===== src/rtl/answer_if.sv =====
// Handshake bundle between the round controller and the random-source / input / display logic.
// The master side drives random words, requests and guesses; the slave side returns the scoring state.
interface answer_if #(
  parameter int N_DIGITS = 4
);
  logic [31:0]           rand_in;
  logic                  new_game;
  logic                  guess_valid;
  logic [4*N_DIGITS-1:0] guess;
  logic                  busy;
  logic [4*N_DIGITS-1:0] answer;
  logic                  answer_valid;
  logic                  fallback;
  logic                  result_valid;
  logic [3:0]            strikes;
  logic [3:0]            balls;
  logic [3:0]            guesses_left;
  logic                  win;
  logic                  game_over;

  modport master (
    output rand_in, new_game, guess_valid, guess,
    input  busy, answer, answer_valid, fallback, result_valid,
           strikes, balls, guesses_left, win, game_over
  );

  modport slave (
    input  rand_in, new_game, guess_valid, guess,
    output busy, answer, answer_valid, fallback, result_valid,
           strikes, balls, guesses_left, win, game_over
  );
endinterface


===== src/rtl/answer_ctrl.sv =====
// Number-guessing round controller: draws a legal answer from a free-running random word,
// then scores each guess digit-serially into strikes/balls and tracks win / game over.
module answer_ctrl #(
  parameter int N_DIGITS    = 4,
  parameter int MAX_TRIES   = 16,
  parameter int MAX_GUESSES = 10
) (
  input  logic     clk,
  input  logic     rst,
  answer_if.slave  bus
);

  localparam int              W           = 4 * N_DIGITS;
  localparam int              IDX_W       = $clog2(N_DIGITS);
  localparam logic [IDX_W-1:0] LAST_IDX   = IDX_W'(N_DIGITS - 1);
  localparam logic [3:0]      ALL_STRIKES = 4'(N_DIGITS);
  localparam logic [7:0]      TRY_LIMIT   = 8'(MAX_TRIES);
  localparam logic [3:0]      GUESS_LIMIT = 4'(MAX_GUESSES);

  typedef enum logic [2:0] {
    S_IDLE,
    S_DRAW,
    S_CHECK,
    S_READY,
    S_SCORE,
    S_RESULT,
    S_DONE
  } state_t;

  state_t            state;
  logic [7:0]        tries;
  logic [IDX_W-1:0]  idx;
  logic [W-1:0]      cand;
  logic [W-1:0]      g;
  logic [W-1:0]      answer_q;
  logic              fallback_q;
  logic              result_valid_q;
  logic [3:0]        strikes_q;
  logic [3:0]        balls_q;
  logic [3:0]        guesses_left_q;
  logic              win_q;
  logic              game_over_q;

  // Only the low W bits of the random word are ever sampled.
  logic unused_rand;
  assign unused_rand = ^bus.rand_in;

  function automatic logic is_legal(input logic [W-1:0] v);
    logic ok;
    ok = 1'b1;
    for (int i = 0; i < N_DIGITS; i++) begin
      if (v[4*i +: 4] == 4'd0 || v[4*i +: 4] > 4'd8) ok = 1'b0;
      for (int j = i + 1; j < N_DIGITS; j++) begin
        if (v[4*i +: 4] == v[4*j +: 4]) ok = 1'b0;
      end
    end
    return ok;
  endfunction

  function automatic logic [W-1:0] default_answer();
    logic [W-1:0] r;
    r = '0;
    for (int i = 0; i < N_DIGITS; i++) r[4*i +: 4] = 4'(i + 1);
    return r;
  endfunction

  logic cand_legal;
  assign cand_legal = is_legal(cand);

  // Per-digit scoring for the digit selected by idx.
  logic [3:0] g_digit;
  logic [3:0] a_digit;
  logic       hit_strike;
  logic       hit_ball;
  logic [3:0] strikes_next;
  logic [3:0] balls_next;

  always_comb begin
    // NOTE: every always_comb output gets a default first so no path can infer a latch.
    g_digit  = '0;
    a_digit  = '0;
    hit_ball = 1'b0;
    for (int i = 0; i < N_DIGITS; i++) begin
      if (IDX_W'(i) == idx) begin
        g_digit = g[4*i +: 4];
        a_digit = answer_q[4*i +: 4];
      end
    end
    hit_strike = (g_digit == a_digit);
    for (int i = 0; i < N_DIGITS; i++) begin
      if (IDX_W'(i) != idx && answer_q[4*i +: 4] == g_digit) hit_ball = !hit_strike;
    end
    strikes_next = strikes_q + {3'b000, hit_strike};
    balls_next   = balls_q + {3'b000, hit_ball};
  end

  always_ff @(posedge clk or posedge rst) begin
    if (rst) begin
      state          <= S_IDLE;
      tries          <= '0;
      idx            <= '0;
      cand           <= '0;
      g              <= '0;
      answer_q       <= '0;
      fallback_q     <= 1'b0;
      result_valid_q <= 1'b0;
      strikes_q      <= '0;
      balls_q        <= '0;
      guesses_left_q <= '0;
      win_q          <= 1'b0;
      game_over_q    <= 1'b0;
    end else begin
      // NOTE: sequential state uses non-blocking assignments so every register sees pre-edge values.
      result_valid_q <= 1'b0;
      case (state)
        S_IDLE, S_DONE: begin
          if (bus.new_game) begin
            tries <= '0;
            state <= S_DRAW;
          end
        end

        S_DRAW: begin
          cand  <= bus.rand_in[W-1:0];
          tries <= tries + 8'd1;
          state <= S_CHECK;
        end

        S_CHECK: begin
          if (cand_legal || tries >= TRY_LIMIT) begin
            answer_q       <= cand_legal ? cand : default_answer();
            fallback_q     <= !cand_legal;
            guesses_left_q <= GUESS_LIMIT;
            strikes_q      <= '0;
            balls_q        <= '0;
            win_q          <= 1'b0;
            game_over_q    <= 1'b0;
            state          <= S_READY;
          end else begin
            state <= S_DRAW;
          end
        end

        S_READY: begin
          // A guess wins over a simultaneous restart request.
          if (bus.guess_valid) begin
            g         <= bus.guess;
            idx       <= '0;
            strikes_q <= '0;
            balls_q   <= '0;
            state     <= S_SCORE;
          end else if (bus.new_game) begin
            tries <= '0;
            state <= S_DRAW;
          end
        end

        S_SCORE: begin
          strikes_q <= strikes_next;
          balls_q   <= balls_next;
          if (idx == LAST_IDX) begin
            guesses_left_q <= (guesses_left_q != 4'd0) ? guesses_left_q - 4'd1 : 4'd0;
            win_q          <= (strikes_next == ALL_STRIKES);
            game_over_q    <= (strikes_next == ALL_STRIKES) || (guesses_left_q <= 4'd1);
            result_valid_q <= 1'b1;
            state          <= S_RESULT;
          end else begin
            idx <= idx + 1'b1;
          end
        end

        S_RESULT: begin
          state <= game_over_q ? S_DONE : S_READY;
        end

        default: state <= S_IDLE;
      endcase
    end
  end

  assign bus.busy         = (state == S_DRAW) || (state == S_CHECK) ||
                            (state == S_SCORE) || (state == S_RESULT);
  assign bus.answer_valid = (state == S_READY) || (state == S_SCORE) ||
                            (state == S_RESULT) || (state == S_DONE);
  assign bus.answer       = answer_q;
  assign bus.fallback     = fallback_q;
  assign bus.result_valid = result_valid_q;
  assign bus.strikes      = strikes_q;
  assign bus.balls        = balls_q;
  assign bus.guesses_left = guesses_left_q;
  assign bus.win          = win_q;
  assign bus.game_over    = game_over_q;

endmodule

===== src/flat_wrapper.sv =====
// flat-port wrapper written by rule: the top's interface ports become plain ports
module answer_ctrl_flat 
#(
  parameter int N_DIGITS    = 4,
  parameter int MAX_TRIES   = 16,
  parameter int MAX_GUESSES = 10
)
  (clk, rst, bus_rand_in, bus_new_game, bus_guess_valid, bus_guess, bus_busy, bus_answer, bus_answer_valid, bus_fallback, bus_result_valid, bus_strikes, bus_balls, bus_guesses_left, bus_win, bus_game_over);
  answer_if #(.N_DIGITS(N_DIGITS)) bus_i ();
  input  logic clk;
  input  logic rst;
  input wire logic [$bits(bus_i.rand_in)-1:0] bus_rand_in;
  input wire logic [$bits(bus_i.new_game)-1:0] bus_new_game;
  input wire logic [$bits(bus_i.guess_valid)-1:0] bus_guess_valid;
  input wire logic [$bits(bus_i.guess)-1:0] bus_guess;
  output wire logic [$bits(bus_i.busy)-1:0] bus_busy;
  output wire logic [$bits(bus_i.answer)-1:0] bus_answer;
  output wire logic [$bits(bus_i.answer_valid)-1:0] bus_answer_valid;
  output wire logic [$bits(bus_i.fallback)-1:0] bus_fallback;
  output wire logic [$bits(bus_i.result_valid)-1:0] bus_result_valid;
  output wire logic [$bits(bus_i.strikes)-1:0] bus_strikes;
  output wire logic [$bits(bus_i.balls)-1:0] bus_balls;
  output wire logic [$bits(bus_i.guesses_left)-1:0] bus_guesses_left;
  output wire logic [$bits(bus_i.win)-1:0] bus_win;
  output wire logic [$bits(bus_i.game_over)-1:0] bus_game_over;
  assign bus_i.rand_in = bus_rand_in;
  assign bus_i.new_game = bus_new_game;
  assign bus_i.guess_valid = bus_guess_valid;
  assign bus_i.guess = bus_guess;
  assign bus_busy = bus_i.busy;
  assign bus_answer = bus_i.answer;
  assign bus_answer_valid = bus_i.answer_valid;
  assign bus_fallback = bus_i.fallback;
  assign bus_result_valid = bus_i.result_valid;
  assign bus_strikes = bus_i.strikes;
  assign bus_balls = bus_i.balls;
  assign bus_guesses_left = bus_i.guesses_left;
  assign bus_win = bus_i.win;
  assign bus_game_over = bus_i.game_over;
  answer_ctrl #(.N_DIGITS(N_DIGITS), .MAX_TRIES(MAX_TRIES), .MAX_GUESSES(MAX_GUESSES)) u_core (.clk(clk), .rst(rst), .bus(bus_i));
endmodule

===== config.mk =====
export PLATFORM = sky130hd
export DESIGN_NAME = answer_ctrl_flat
export DESIGN_NICKNAME = d
export VERILOG_FILES = /design/src/rtl/answer_if.sv /design/src/rtl/answer_ctrl.sv /design/src/flat_wrapper.sv
export SDC_FILE = /design/constraint.sdc
export NUM_CORES = 1
export LEC_CHECK = 0
export CAP_MARGIN = 25
export CORE_MARGIN = 1
export CORE_UTILIZATION = 47
export DETAILED_ROUTE_END_ITERATION = 8
export PLACE_DENSITY = 0.74
export SLEW_MARGIN = 40
export SYNTH_ARGS = -nofsm -noshare
export SYNTH_HDL_FRONTEND = slang
export SYNTH_SLANG_ARGS = --single-unit
export TNS_END_PERCENT = 10

===== constraint.sdc =====
create_clock -name clk -period 2.9 [get_ports clk]
set_input_delay 0.29 -clock clk [delete_from_list [all_inputs] [get_ports clk]]
set_output_delay 0.29 -clock clk [all_outputs]
set_load 0.02 [all_outputs]

==> results of run 1 <==
## through the flow
step	worst slack, ps	TNS [ps]	cells
finish	36.1	0	643
global route	-87.1	-287	643
CTS	-4.62	-4.62	644
detailed placement	-211	-419	625
global placement	-155	-274	625
floorplan	23.2	0	453
## worst max path at each step
stage	to	cells past startpoint
2_1_floorplan	u_core.bus.game_over	11
3_3_place_gp	u_core.bus.game_over	14
3_5_place_dp	u_core.bus.game_over	14
4_1_cts	u_core.bus.game_over	14
5_1_grt	u_core.bus.game_over	14
6_report	u_core.bus.game_over	14
## cell type report
cell class | instances | area, um^2 | share of cell area, %
clock inverters | 6 | 40.0 | 0.712
repair buffers | 97 | 928 | 16.5
well taps | 108 | 135 | 2.40
inverters | 18 | 70.1 | 1.25
clock buffers | 10 | 128 | 2.27
multi-input cells | 327 | 2390 | 42.6
flip-flops and latches | 77 | 1930 | 34.3
## power by group through the flow
stage               logic, mW  clock network [mW]  registers [mW]
floorplan                2.28                   0            1.81
global placement         2.95                   0            1.99
detailed placement       3.04                   0            2.01
CTS                      3.13               0.728            2.00
global route             3.51               0.778            2.08
finish                   3.18               0.712            2.02
## critical path: stages, from the launching register on
cell      delay, ps
dfrtp_2         480
inv_4           110
ha_4            190
buf_6           110
nand2b_4         50
mux2i_4         190
a31oi_4          70
xnor2_2         160
nor4_2          260
buf_4           170
ha_4            140
ha_4            190
or3_4           370
nor3_4          180
a221o_1         130
## registers in the layout, indices dropped and copies added (netlist names)
name / count
u_core.bus.answer: 16
u_core.bus.balls: 4
u_core.bus.fallback: 1
u_core.bus.game_over: 1
u_core.bus.guesses_left: 4
u_core.bus.result_valid: 1
u_core.bus.strikes: 4
u_core.bus.win: 1
u_core.cand: 16
u_core.g: 16
u_core.idx: 2
u_core.state: 3
u_core.tries: 8
## layer usage
layer	up-vias	GRT usage (%)
li1	1686	-
met1	1670	29.7
met2	85	39.0
met3	12	4.15
met4	0	5.63
met5	-	0
## repair_timing
item                       CTS  global route
hold endpoints to repair     0             0
setup endpoints to repair    4             6
pin swaps                    8            10
gates resized for setup     19            21
buffers inserted             3             0
## cells in the final DEF, fill, tap and decap left out, types with 7 or more instances in the layout
cell              n
dfrtp_1          75
nand2_1          69
clkdlybuf4s50_1  69
xor2_1           40
nor2_1           23
buf_4            23
a21oi_1          19
xnor2_1          16
mux2_2           16
inv_1            15
o21ai_0          15
nor3_1           13
a22o_1           13
clkbuf_8          9
mux2i_1           7
## cell families (layout without fill, tap and decap cells)
logic type      count (synthesis)  in the layout
buf+inv                        49            131
fa+ha+maj                      10             10
xor+xnor                       59             59
compound gates                 81             81
simple gates                  153            153
flops                          77             77
mux                            24             24
==> qor.txt, run 1 <==
status = complete, but fails checks
failing checks = DRC
reg2reg start = u_core.idx[0]
share of power burned in registers = 34.2%
most common cell in the netlist = dfrtp_1
Placed Area = 5270 um^2
via count = 3453
Routed Antenna Nets = 0
initial antenna violation count = 0
sw frac = 43.7%
Die Wd = 98.4 um
adder-cell share of the synthesized area = 2.87%
Gate power share = 53.8%
largest net degree at the start of global routing = 78
pwr/cell area = 1050 nW/um^2
Post-synth top flop = dfrtp_1
WL met1 = 4.60 mm
clock slew at reported path FFs = 80 ps
fin crit share = 98.8%
EDFF count, synth = 0
ys async rst share = 100%
Slew @ Worst Pin = 577 ps
vias in the first global route = 3528
reg-to-reg critical path endpoint = u_core.bus.game_over
met3 wire len = 427 um
origin of the worst setup path = u_core.idx[0]
Net Count, Synth = 515
post-synthesis xor/xnor area fraction = 11.8%
# diodes = 0
Syn. warnings = 0
clk buf depth = 2
DR top layer = met4
Min Hold Slack = 354 ps
RSZ-0062 raised after global routing = true
Slew Viols, Final = 0
mux cell area share after synthesis = 5.96%
sequential cell area fraction in the yosys report = 44.1%
mean post-synth cell area = 9.64 um^2
total die area = 9680 um^2
Core ar. = 8850 um^2
skew final = 7.58 ps
layout cells sized above 1 = 18.9%
Tot Pwr = 5.92 mW
top cells by count, synth = dfrtp_1 (77), nand2_1 (69), xor2_1 (41), nor2_1 (24), a21oi_1 (22)
Finished Core Util = 63.6%
# fillers = 716
max-cap violations = 0
drt total wl = 10.3 mm
Syn-to-layout area delta = 28.8%
first-pass GRT wire length = 17.3 mm
met2 wire len = 5.18 mm
Placer Congestion = 0.903
Initial Utilization = 49.3%
vias per cell = 5.37
hpwl dp = 7.47 mm
I/O pin total = 86
die height = 98.4 um
Worst setup SP type = flop
gr ovfl total = 0
setup violators final = 0
All-Layer GR Usage = 22.7%
r2r worst-path depth = 14
Fin. Hold Viols = 0
Max IR drop VDD = 0.476 mV
Pleak = 2.49 nW
root buffer cell = clkbuf_8
Achievable Freq = 0.349 GHz
Synth Area in Compound Gates = 12.8%
Worst EP required = 3180 ps
Worst Path Max Fanout = 7
Sw Pwr = 2.59 mW
Initial DRT Pass Iterations = 7
post-synthesis cell count = 453
Clk pwr share = 12.0%
design area = 5620 um^2
# hold bufs at CTS = 0
Tmin final = 2860 ps
top cell type's share of synthesized area = 44.1%
starting DRC count in detailed routing = 146
simple-gate area share of the yosys netlist = 17.2%
Num CTS Buffers = 9
Cell Area, Synth = 4370 um^2
CTS tree = yes
dominant cells by area after synthesis = dfrtp_1 (44%), xor2_1 (8.2%), nand2_1 (5.9%)
clock sinks = 77
#FFs+latches synth = 77
Pint = 3.33 mW
leading area contributor after synthesis = dfrtp_1
H-tree levels = 3
reg2reg setup slack = 40 ps
Critical Path AT = 3150 ps
layout net count = 592
Tightest Hold Check Type = primary input to asynchronous set/reset pin
clk_lat worst skew = 340 ps
PortBufs = 69
largest family of logic cells by synthesized area = simple AND/OR/NAND/NOR gates
num rows = 34
crit path kind = flop to flop
Critical Path End Type = flop
DRC = 5
number of distinct library cells after synthesis = 51
WL/cell = 16.1 um
Rel. slew slack = 61.5%
Power figures use the tool's default switching activity.
==> inputs of run 2 (changes only) <==
--- a/config.mk
+++ b/config.mk
@@ -7,10 +7,10 @@
 export LEC_CHECK = 0
 export CAP_MARGIN = 25
 export CORE_MARGIN = 1
-export CORE_UTILIZATION = 47
+export CORE_UTILIZATION = 49
+export CTS_BUF_LIST = sky130_fd_sc_hd__clkbuf_8
 export DETAILED_ROUTE_END_ITERATION = 8
-export PLACE_DENSITY = 0.74
-export SLEW_MARGIN = 40
+export PLACE_DENSITY = 0.76
 export SYNTH_ARGS = -nofsm -noshare
 export SYNTH_HDL_FRONTEND = slang
 export SYNTH_SLANG_ARGS = --single-unit
==> run 2 against run 1 <==
Net effect: sequential share of layout area up 0.41 points; non-clock buffer count down 1; global-route usage up 1.5 points; final area down 1.2%; worst hold slack worse by 160 ps; largest cell class unchanged; setup slack worse by 87 ps; via count up 2.3%; maximum frequency down 2.9%; routed wire length up 0.21%; largest power group unchanged; combinational power down 1%; register-to-register slack worse by 90 ps; clock-buffer cell count up 1; the flow finishes with violations (setup timing).
==> qor.txt, run 2 (synthesis results as in run 1) <==
status = complete, but fails checks
failing checks = setup timing
hpwl dp = 7.42 mm
clock sinks = 77
Finished Core Util = 64.0%
Max IR drop VDD = 0.612 mV
Rel. slew slack = 45.8%
Pleak = 2.48 nW
Fin. Hold Viols = 0
clock slew at reported path FFs = 90 ps
Critical Path Slowest Stage Cell = dfrtp_1
Initial DRT Pass Iterations = 5
initial antenna violation count = 0
Crit path largest cell delay = 420 ps
RSZ-0062 raised after global routing = true
met1 Usage GRT = 29.4%
Worst EP required = 3200 ps
clk buf depth = 2
Placed Instances = 622
met2 usage = 42.1%
WL/cell = 16.1 um
crit path kind = flop to flop
Worst setup SP type = flop
most used cell, CP = ha_4
# hold bufs at CTS = 0
setup violators final = 2
Routed Antenna Nets = 0
DRC = 0
gr ovfl total = 0
vias in the first global route = 3501
num rows = 34
Slew Viols, Final = 0
Critical Path End Type = flop
Tightest Hold Check Type = primary input to asynchronous set/reset pin
max-cap violations = 0
first-pass GRT wire length = 16.9 mm
most frequent cells in the layout = dfrtp_1 (76), nand2_1 (69), clkdlybuf4s50_1 (69), xor2_1 (41)
I/O pin total = 86
# diodes = 0
Worst Slack Setup Final = -50.7 ps
Initial Utilization = 50.3%
Tmin final = 2950 ps
Worst Path Max Fanout = 11
layout cells sized above 1 = 16.7%
Top Family by Delay on Critical Path = simple AND/OR/NAND/NOR gates
Critical Path AT = 3250 ps
Achievable Freq = 0.339 GHz
skew final = 9.88 ps
largest net degree at the start of global routing = 37
root buffer cell = clkbuf_8
sum of buffers and inverters on the critical path = 4
via count = 3531
vias per cell = 5.50
met3 usage = 4.30%
All-Layer GR Usage = 24.2%
drt total wl = 10.3 mm
clk_lat worst skew = 360 ps
fin crit share = 102%
total die area = 9290 um^2
Die Wd = 96.4 um
starting DRC count in detailed routing = 216
cell chain of the critical path = inv_2 > ha_4 > buf_12 > nor2_4 > buf_6 > a31oi_4 > xor2_1 > nor4_2 > buf_4 > ha_4 > ha_4 > or3_1 > nor3_2 > a221o_1
die height = 96.4 um
Most Crowded Layer GR = met2
Placer Congestion = 0.938
Slew @ Worst Pin = 814 ps
CTS tree = yes
Num CTS Buffers = 9
layout net count = 591
Core ar. = 8680 um^2
Final Non-Filler Cells = 642
most common cell after layout, fill and taps aside = dfrtp_1
H-tree levels = 3
PortBufs = 69
pwr/cell area = 1070 nW/um^2
Syn-to-layout area delta = 27.2%
-- run 2: report_power, final --
part           total [mW]  internal [mW]  switching [mW]
combinational        3.14           1.54            1.60
sequential           2.02           1.45           0.565
clock               0.762          0.357           0.405
-- run 2: worst register-to-register path: stages, from the launching register on --
cell	delay, ps
dfrtp_1	420
inv_2	100
ha_4	200
buf_12	150
nor2_4	180
buf_6	130
a31oi_4	70
xor2_1	180
nor4_2	270
buf_4	180
ha_4	140
ha_4	200
or3_1	380
nor3_2	180
a221o_1	150
-- run 2: worst paths after layout --
kind | startpoint | end | slack (ps) | depth (start not counted)
hold reg to reg | u_core.g[13] | u_core.g[13] | 520 | 1
hold / removal | rst | u_core.tries[2] | 200 | 2
setup reg to reg | u_core.idx[0] | u_core.bus.game_over | -50 | 14
max in group asynchronous | rst | u_core.idx[1] | 1890 | 3
setup / recovery | u_core.idx[0] | u_core.bus.game_over | -50 | 14
min in group clk | bus_rand_in[11] | u_core.cand[11] | 460 | 3
-- run 2: metal layers --
layer	routed length [um]	vias up	share of wire (%)
li1	-	1688	-
met3	487	28	4.7
met1	4300	1696	42
met4	272	0	2.6
met5	0	-	0
met2	5290	119	51
-- run 2: cell type report --
class                           count  area, um^2
Inverter                           18        67.6
Sequential cell                    77        1930
Tap cell                          108         135
Timing Repair Buffer               96         926
Clock buffer                       11         151
Fill cell                         702        3120
Clock inverter                      5        33.8
Multi-Input combinational cell    327        2310
-- run 2: per-stage QoR --
step	TNS [ps]	total power, mW	instance area [um^2]	setup WS (ps)	hold WS [ps]
CTS	-24.2	5.91	5550	-24.2	196
finish	-70.0	5.92	5550	-50.7	196
global placement	-258	4.89	5260	-147	465
floorplan	0	4.08	4390	23.2	395
global route	-780	6.34	5550	-207	225
detailed placement	-542	5.03	5260	-268	492
-- run 2: what timing repair did --
item | in CTS | in global routing
setup endpoints to repair | 4 | 7
resized for setup | 17 | 4
setup buffers | 4 | 0
pin swaps | 6 | 0
